File: src/rtl/traffic_light_monitor_if.sv
// Light inputs and checker results shared between a traffic light controller
// environment and the traffic_light_monitor.
interface traffic_light_monitor_if #(
   parameter int unsigned CNT_W = 8
);
   logic             enable;
   logic             clear;
   logic             red;
   logic             yellow;
   logic             green;
   logic             err_pulse;
   logic             err_sticky;
   logic [1:0]       err_code;
   logic [CNT_W-1:0] cycle_count;
   logic [2:0]       phase;

   // Environment side: drives lights and controls, observes results
   modport master (
      output enable, clear, red, yellow, green,
      input  err_pulse, err_sticky, err_code, cycle_count, phase
   );

   // Monitor side
   modport slave (
      input  enable, clear, red, yellow, green,
      output err_pulse, err_sticky, err_code, cycle_count, phase
   );
endinterface

File: src/rtl/traffic_light_monitor.sv
// Passive checker for a RED -> GREEN -> YELLOW -> RED traffic light sequence.
// Flags one-hot, ordering and phase-duration violations and counts completed
// light cycles. All outputs are registered.
module traffic_light_monitor #(
   parameter int unsigned RED_LEN    = 3,
   parameter int unsigned GREEN_LEN  = 5,
   parameter int unsigned YELLOW_LEN = 2,
   parameter int unsigned CNT_W      = 8
) (
   input logic                              clk,
   input logic                              rstn,
   traffic_light_monitor_if.slave           mon
);

   localparam int unsigned MaxLen = (RED_LEN > GREEN_LEN) ?
                                    ((RED_LEN > YELLOW_LEN) ? RED_LEN : YELLOW_LEN) :
                                    ((GREEN_LEN > YELLOW_LEN) ? GREEN_LEN : YELLOW_LEN);
   // Counter must hold MaxLen + 1
   localparam int unsigned NW = $clog2(MaxLen + 2);

   localparam logic [1:0] CodeOnehot   = 2'd1;
   localparam logic [1:0] CodeOrder    = 2'd2;
   localparam logic [1:0] CodeDuration = 2'd3;

   typedef enum logic [2:0] {
      StIdle   = 3'd0,
      StRed    = 3'd1,
      StGreen  = 3'd2,
      StYellow = 3'd3,
      StSync   = 3'd4
   } state_e;

   state_e           state_q, state_d;
   logic [NW-1:0]    n_q, n_d;
   logic             prev_red_q;
   logic             err_pulse_q;
   logic             err_sticky_q;
   logic [1:0]       err_code_q;
   logic [CNT_W-1:0] cycle_count_q;

   logic             lights_off, multi, red_only, yellow_only, green_only;
   logic             own_on, succ_on;
   logic [NW-1:0]    own_len;
   state_e           succ_state;
   logic             err_any;
   logic [1:0]       err_code_d;
   logic             cyc_inc;

   assign lights_off  = ~(mon.red | mon.yellow | mon.green);
   assign multi       = (mon.red & mon.yellow) | (mon.red & mon.green) |
                        (mon.yellow & mon.green);
   assign red_only    = mon.red & ~mon.yellow & ~mon.green;
   assign yellow_only = mon.yellow & ~mon.red & ~mon.green;
   assign green_only  = mon.green & ~mon.red & ~mon.yellow;

   // Next-state, phase counter and violation classification for one sample
   always_comb begin
      state_d    = state_q;
      n_d        = n_q;
      err_any    = 1'b0;
      err_code_d = 2'd0;
      cyc_inc    = 1'b0;
      own_on     = 1'b0;
      succ_on    = 1'b0;
      own_len    = '0;
      succ_state = StIdle;

      unique case (state_q)
         StRed: begin
            own_on     = red_only;
            succ_on    = green_only;
            own_len    = NW'(RED_LEN);
            succ_state = StGreen;
         end
         StGreen: begin
            own_on     = green_only;
            succ_on    = yellow_only;
            own_len    = NW'(GREEN_LEN);
            succ_state = StYellow;
         end
         StYellow: begin
            own_on     = yellow_only;
            succ_on    = red_only;
            own_len    = NW'(YELLOW_LEN);
            succ_state = StRed;
         end
         default: ;
      endcase

      if (multi) begin
         // One-hot violation overrides every other check, in any state
         err_any    = 1'b1;
         err_code_d = CodeOnehot;
         state_d    = StSync;
         n_d        = '0;
      end else begin
         unique case (state_q)
            StIdle: begin
               if (red_only) begin
                  state_d = StRed;
                  n_d     = NW'(1);
               end else if (!lights_off) begin
                  err_any    = 1'b1;
                  err_code_d = CodeOrder;
                  state_d    = StSync;
                  n_d        = '0;
               end
            end
            StSync: begin
               if (lights_off) begin
                  state_d = StIdle;
                  n_d     = '0;
               end else if (red_only && !prev_red_q) begin
                  // Only a fresh rising red re-aligns the tracker
                  state_d = StRed;
                  n_d     = NW'(1);
               end
            end
            StRed, StGreen, StYellow: begin
               if (lights_off) begin
                  // Controller stopped: not a violation
                  state_d = StIdle;
                  n_d     = '0;
               end else if (own_on) begin
                  if (n_q == own_len) begin
                     err_any    = 1'b1;
                     err_code_d = CodeDuration;
                     state_d    = StSync;
                     n_d        = '0;
                  end else begin
                     n_d = n_q + NW'(1);
                  end
               end else if (succ_on) begin
                  if (n_q == own_len) begin
                     state_d = succ_state;
                     n_d     = NW'(1);
                     cyc_inc = (state_q == StYellow);
                  end else begin
                     err_any    = 1'b1;
                     err_code_d = CodeDuration;
                     state_d    = StSync;
                     n_d        = '0;
                  end
               end else begin
                  err_any    = 1'b1;
                  err_code_d = CodeOrder;
                  state_d    = StSync;
                  n_d        = '0;
               end
            end
            default: begin
               state_d = StIdle;
               n_d     = '0;
            end
         endcase
      end
   end

   // Tracker state only advances on enabled samples
   always_ff @(posedge clk or negedge rstn) begin
      if (!rstn) begin
         state_q    <= StIdle;
         n_q        <= '0;
         prev_red_q <= 1'b0;
      end else if (mon.enable) begin
         state_q    <= state_d;
         n_q        <= n_d;
         prev_red_q <= mon.red;
      end
   end

   // Error pulse, sticky flag and first-error code; clear beats a coincident error
   always_ff @(posedge clk or negedge rstn) begin
      if (!rstn) begin
         err_pulse_q  <= 1'b0;
         err_sticky_q <= 1'b0;
         err_code_q   <= 2'd0;
      end else begin
         err_pulse_q <= mon.enable & err_any;
         if (mon.clear) begin
            err_sticky_q <= 1'b0;
            err_code_q   <= 2'd0;
         end else if (mon.enable && err_any && !err_sticky_q) begin
            err_sticky_q <= 1'b1;
            err_code_q   <= err_code_d;
         end
      end
   end

   // Saturating count of completed RED-GREEN-YELLOW cycles
   always_ff @(posedge clk or negedge rstn) begin
      if (!rstn) begin
         cycle_count_q <= '0;
      end else if (mon.clear) begin
         cycle_count_q <= '0;
      end else if (mon.enable && cyc_inc && (cycle_count_q != '1)) begin
         cycle_count_q <= cycle_count_q + CNT_W'(1);
      end
   end

   assign mon.err_pulse   = err_pulse_q;
   assign mon.err_sticky  = err_sticky_q;
   assign mon.err_code    = err_code_q;
   assign mon.cycle_count = cycle_count_q;
   assign mon.phase       = state_q;

endmodule

File: src/flat_wrapper.sv
// flat-port wrapper written by rule: the top's interface ports become plain ports
module traffic_light_monitor_flat 
#(
   parameter int unsigned RED_LEN    = 3,
   parameter int unsigned GREEN_LEN  = 5,
   parameter int unsigned YELLOW_LEN = 2,
   parameter int unsigned CNT_W      = 8
)
  (clk, rstn, mon_enable, mon_clear, mon_red, mon_yellow, mon_green, mon_err_pulse, mon_err_sticky, mon_err_code, mon_cycle_count, mon_phase);
  traffic_light_monitor_if #(.CNT_W(CNT_W)) mon_i ();
  input logic clk;
  input logic rstn;
  input wire logic [$bits(mon_i.enable)-1:0] mon_enable;
  input wire logic [$bits(mon_i.clear)-1:0] mon_clear;
  input wire logic [$bits(mon_i.red)-1:0] mon_red;
  input wire logic [$bits(mon_i.yellow)-1:0] mon_yellow;
  input wire logic [$bits(mon_i.green)-1:0] mon_green;
  output wire logic [$bits(mon_i.err_pulse)-1:0] mon_err_pulse;
  output wire logic [$bits(mon_i.err_sticky)-1:0] mon_err_sticky;
  output wire logic [$bits(mon_i.err_code)-1:0] mon_err_code;
  output wire logic [$bits(mon_i.cycle_count)-1:0] mon_cycle_count;
  output wire logic [$bits(mon_i.phase)-1:0] mon_phase;
  assign mon_i.enable = mon_enable;
  assign mon_i.clear = mon_clear;
  assign mon_i.red = mon_red;
  assign mon_i.yellow = mon_yellow;
  assign mon_i.green = mon_green;
  assign mon_err_pulse = mon_i.err_pulse;
  assign mon_err_sticky = mon_i.err_sticky;
  assign mon_err_code = mon_i.err_code;
  assign mon_cycle_count = mon_i.cycle_count;
  assign mon_phase = mon_i.phase;
  traffic_light_monitor #(.RED_LEN(RED_LEN), .GREEN_LEN(GREEN_LEN), .YELLOW_LEN(YELLOW_LEN), .CNT_W(CNT_W)) u_core (.clk(clk), .rstn(rstn), .mon(mon_i));
endmodule
File: config.mk
export PLATFORM = sky130hd
export DESIGN_NAME = traffic_light_monitor_flat
export DESIGN_NICKNAME = d
export VERILOG_FILES = /design/src/rtl/traffic_light_monitor_if.sv /design/src/rtl/traffic_light_monitor.sv /design/src/flat_wrapper.sv
export SDC_FILE = /design/constraint.sdc
export NUM_CORES = 1
export LEC_CHECK = 0
export BUFFER_PORTS_ARGS = -buffer_cell sky130_fd_sc_hd__buf_2
export CORE_UTILIZATION = 50
export DETAILED_ROUTE_END_ITERATION = 10
export PLACE_DENSITY_LB_ADDON = 0.05
export SLEW_MARGIN = 0
export SYNTH_ARGS = -nofsm -noshare
export SYNTH_HDL_FRONTEND = slang
export SYNTH_SLANG_ARGS = --single-unit
File: constraint.sdc
create_clock -name clk -period 2.05 [get_ports clk]
set_input_delay 0.41 -clock clk [delete_from_list [all_inputs] [get_ports clk]]
set_output_delay 0.41 -clock clk [all_outputs]
set_load 0.05 [all_outputs]
==> impl_metrics.env <==
export IMPL_postLayoutSetupSlackWorst_ns=-0.00825
export IMPL_drive_above_1_share_pct=43.9
export IMPL_worstSetupStartpointType="flip-flop"
export IMPL_drc=0
export IMPL_first_pass_iters=4
export IMPL_final_cells=219
export IMPL_crit_slowest_cell="or4_1"
export IMPL_drt_initial_drc_count=22
export IMPL_die_y_um=53.1
export IMPL_synth_top_area_share_pct=36.4
export IMPL_r2r_setup_slack_ns=-0.008
export IMPL_area_delta_synth_final_pct=33.3
export IMPL_grt_overflow_total=0
export IMPL_routed_wl_um=3570
export IMPL_grt_pass1_vias=1202
export IMPL_peakVddDrop_mv=0.673
export IMPL_min_path_type="in2async"
export IMPL_fmax_ghz=0.486
export IMPL_hold_buffers=0
export IMPL_arrival_ns=2.29
export IMPL_synth_most_common_cell="dfrtp_1"
export IMPL_violations="negative setup slack"
export IMPL_synth_top_flop_cell="dfrtp_1"
export IMPL_dpl_cell_area_sq_um=1580
export IMPL_synth_edf_count=0
export IMPL_final_nets=199
export IMPL_required_ns=2.28
export IMPL_whs_ns=0.0253
export IMPL_r2r_end="u_core.mon.cycle_count[7]$_DFFE_PN0P_"
export IMPL_status="finished, violations left"
export IMPL_drtAntennaViolNets=0
export IMPL_post_drt_wl_per_cell_um=16.3
export IMPL_path_cells="o21ba_1 -> or4_4 -> nand3_4 -> nand3_4 -> or4_1 -> a21oi_1"
export IMPL_cp_max_fo=6
export IMPL_via_per_inst=5.96
export IMPL_dp_cells=206
export IMPL_worstSetupPathType="reg2reg"
export IMPL_finClkSkew_ns=0.00419
export IMPL_dieArea_sq_um=2820
export IMPL_cts_clk_slew_worst_paths_ns=0.12
export IMPL_clock_path_buffers=2
export IMPL_reg2reg_depth=6
export IMPL_design_area_sq_um=1740
export IMPL_r2r_start="u_core.mon.phase[1]$_DFFE_PN0P_"
export IMPL_diodes=0
export IMPL_htreeDepth=1
export IMPL_clockRootBuffer="clkbuf_4"
export IMPL_clock_latency_ns=0.30
export IMPL_rsz0062_at_grt="true"
export IMPL_gp_congestion=0.899
export IMPL_synth_yosys_seq_area_share_pct=36.4
export IMPL_ys_types=46
export IMPL_grt_max_degree=20
export IMPL_std_cell_rows=18
export IMPL_synth_cells=142
export IMPL_worst_pin_slew_ns=0.436
export IMPL_io_buffers=21
export IMPL_critical_path_max_stage_delay_ns=0.48
export IMPL_initial_utilization_pct=52.8
export IMPL_hold_violations=0
export IMPL_cp_end_kind="flip-flop"
export IMPL_fin_crit_sh_pct=100
export IMPL_slew_headroom_pct=71.0
export IMPL_netlist_area_sq_um=1310
export IMPL_antenna_found_initial=0
export IMPL_ios=22
export IMPL_synth_common_cells="dfrtp_1, nand2_1, a21oi_1"
export IMPL_grt_usage_pct=27.0
export IMPL_cts_num_sinks=19
export IMPL_vias=1306
export IMPL_cpMostUsedCell="nand3_4"
export IMPL_cts_buffers=3
export IMPL_syn_nets=151
export IMPL_synthArstFlopShare_pct=100
export IMPL_dieWidth_um=53.1
export IMPL_cap_violations=0
export IMPL_synth_seq_cells=19
export IMPL_place_hpwl_um=2590
export IMPL_p_per_area_nw_per_um2=679
export IMPL_setup_violations=2
export IMPL_slew_violations=0
export IMPL_synth_warnings=0
export IMPL_synth_area_leaders="dfrtp_1, a21oi_1, o31ai_1"
export IMPL_core_sq_um=2480
export IMPL_grt_pass1_wl_um=5460
export IMPL_syn_avg_cell_area_sq_um=9.21
export IMPL_leakage_nw=0.770
export IMPL_period_needed_ns=2.06
export IMPL_cts_tree="done"
export IMPL_yosys_area_top_type="dfrtp_1"
export IMPL_critPathLaunch="u_core.mon.phase[1]$_DFFE_PN0P_"
==> metrics by stage <==
stage | total power [mW] | setup WS [ns] | TNS [ns] | utilization, %
floorplan | 0.755 | -0.145 | -0.598 | -
global placement | 0.918 | 0.00183 | 0 | 63.8
detailed placement | 0.924 | -0.0124 | -0.0183 | 63.8
CTS | 1.13 | -0.00110 | -0.00110 | 65.8
global route | 1.24 | -0.0826 | -0.246 | 70.4
finish | 1.18 | -0.00825 | -0.0148 | 70.4
==> cell type report <==
class,count,area (sq um)
multi-input cells,110,840
flip-flops and latches,19,482
clock buffers,4,26.3
fillers,201,734
well taps,30,37.5
inverters,6,22.5
repair buffers,50,335
==> cells by family (layout without fill, tap and decap cells) <==
family	count (synthesis)	after routing	synth area share [%]
AO/OA/AOI/OAI	44	44	23.9
XOR/XNOR	3	3	2.01
adder cells (fa/ha/maj)	3	3	2.68
AND/OR/NAND/NOR	55	56	25.9
flip-flops	19	19	36.4
multiplexers	4	4	3.25
buffers and inverters	14	60	5.84
==> critical path, delay by kind of cell (launching register included) <==
| kind | cells | cell delay, ns |
|---|---|---|
| compound gates | 2 | 0.35 |
| flops | 1 | 0.47 |
| simple gates | 4 | 1.17 |
==> what timing repair did <==
item                                    in CTS  in global routing
pin swaps                                    0                  3
endpoints found under the setup margin       3                 14
buffers inserted                             3                  5
gates cloned                                 0                  1
gates resized for setup                      0                 15
==> sequential cells by signal (all words and copies together), names as in the netlist <==
name	count
u_core.prev_red_q	1
u_core.n_q	3
u_core.mon.err_sticky	1
u_core.mon.err_code	2
u_core.mon.phase	3
u_core.mon.cycle_count	8
u_core.mon.err_pulse	1
==> where the power goes <==
group	switching, mW	total (mW)	internal [mW]	leakage [nW]
combinational	0.303	0.539	0.236	0.506
sequential	0.0349	0.441	0.406	0.249
clock	0.127	0.203	0.0758	0.0150
total	0.465	1.18	0.718	0.770
==> routing by layer <==
metal | wire length [um] | part of all wire, % | GRT usage (%) | vias to the layer above
met4 | 35 | 0.98 | 7.89 | 0
li1 | - | - | - | 631
met3 | 201 | 5.6 | 4.60 | 4
met2 | 1680 | 47 | 45.4 | 46
met1 | 1650 | 46 | 35.1 | 625
met5 | 0 | 0 | 0 | -
==> worst max-delay path by stage <==
stage	slack, ns	to
after CTS	-0.001	u_core.mon.cycle_count[5]$_DFFE_PN0P_
after global placement	0.002	u_core.mon.cycle_count[7]$_DFFE_PN0P_
final	-0.008	u_core.mon.cycle_count[7]$_DFFE_PN0P_
after detailed placement	-0.01	u_core.mon.cycle_count[5]$_DFFE_PN0P_
after floorplan	-0.15	u_core.mon.cycle_count[4]$_DFFE_PN0P_
after global routing	-0.08	u_core.mon.err_sticky$_DFFE_PN0P_
==> layout by cell type (no fill, tap or decap), types with 2 or more instances in the layout <==
master	instances
a21o_1	2
a21oi_1	8
a21oi_2	3
a31oi_1	2
buf_2	21
buf_4	28
clkbuf_4	3
dfrtp_1	14
dfrtp_2	5
ha_1	2
inv_1	6
mux2_2	2
mux2i_1	2
nand2_1	11
nand3_1	6
nand3_4	2
nand3b_1	2
nand4_1	4
nor2_1	8
nor2b_1	3
nor4bb_2	2
o211ai_1	2
o21a_1	3
o21ai_0	4
o21bai_1	2
o31ai_1	7
or3_1	2
or4_1	2
or4_4	3
xor2_1	3
No activity file was read; power rests on OpenSTA's default activity.
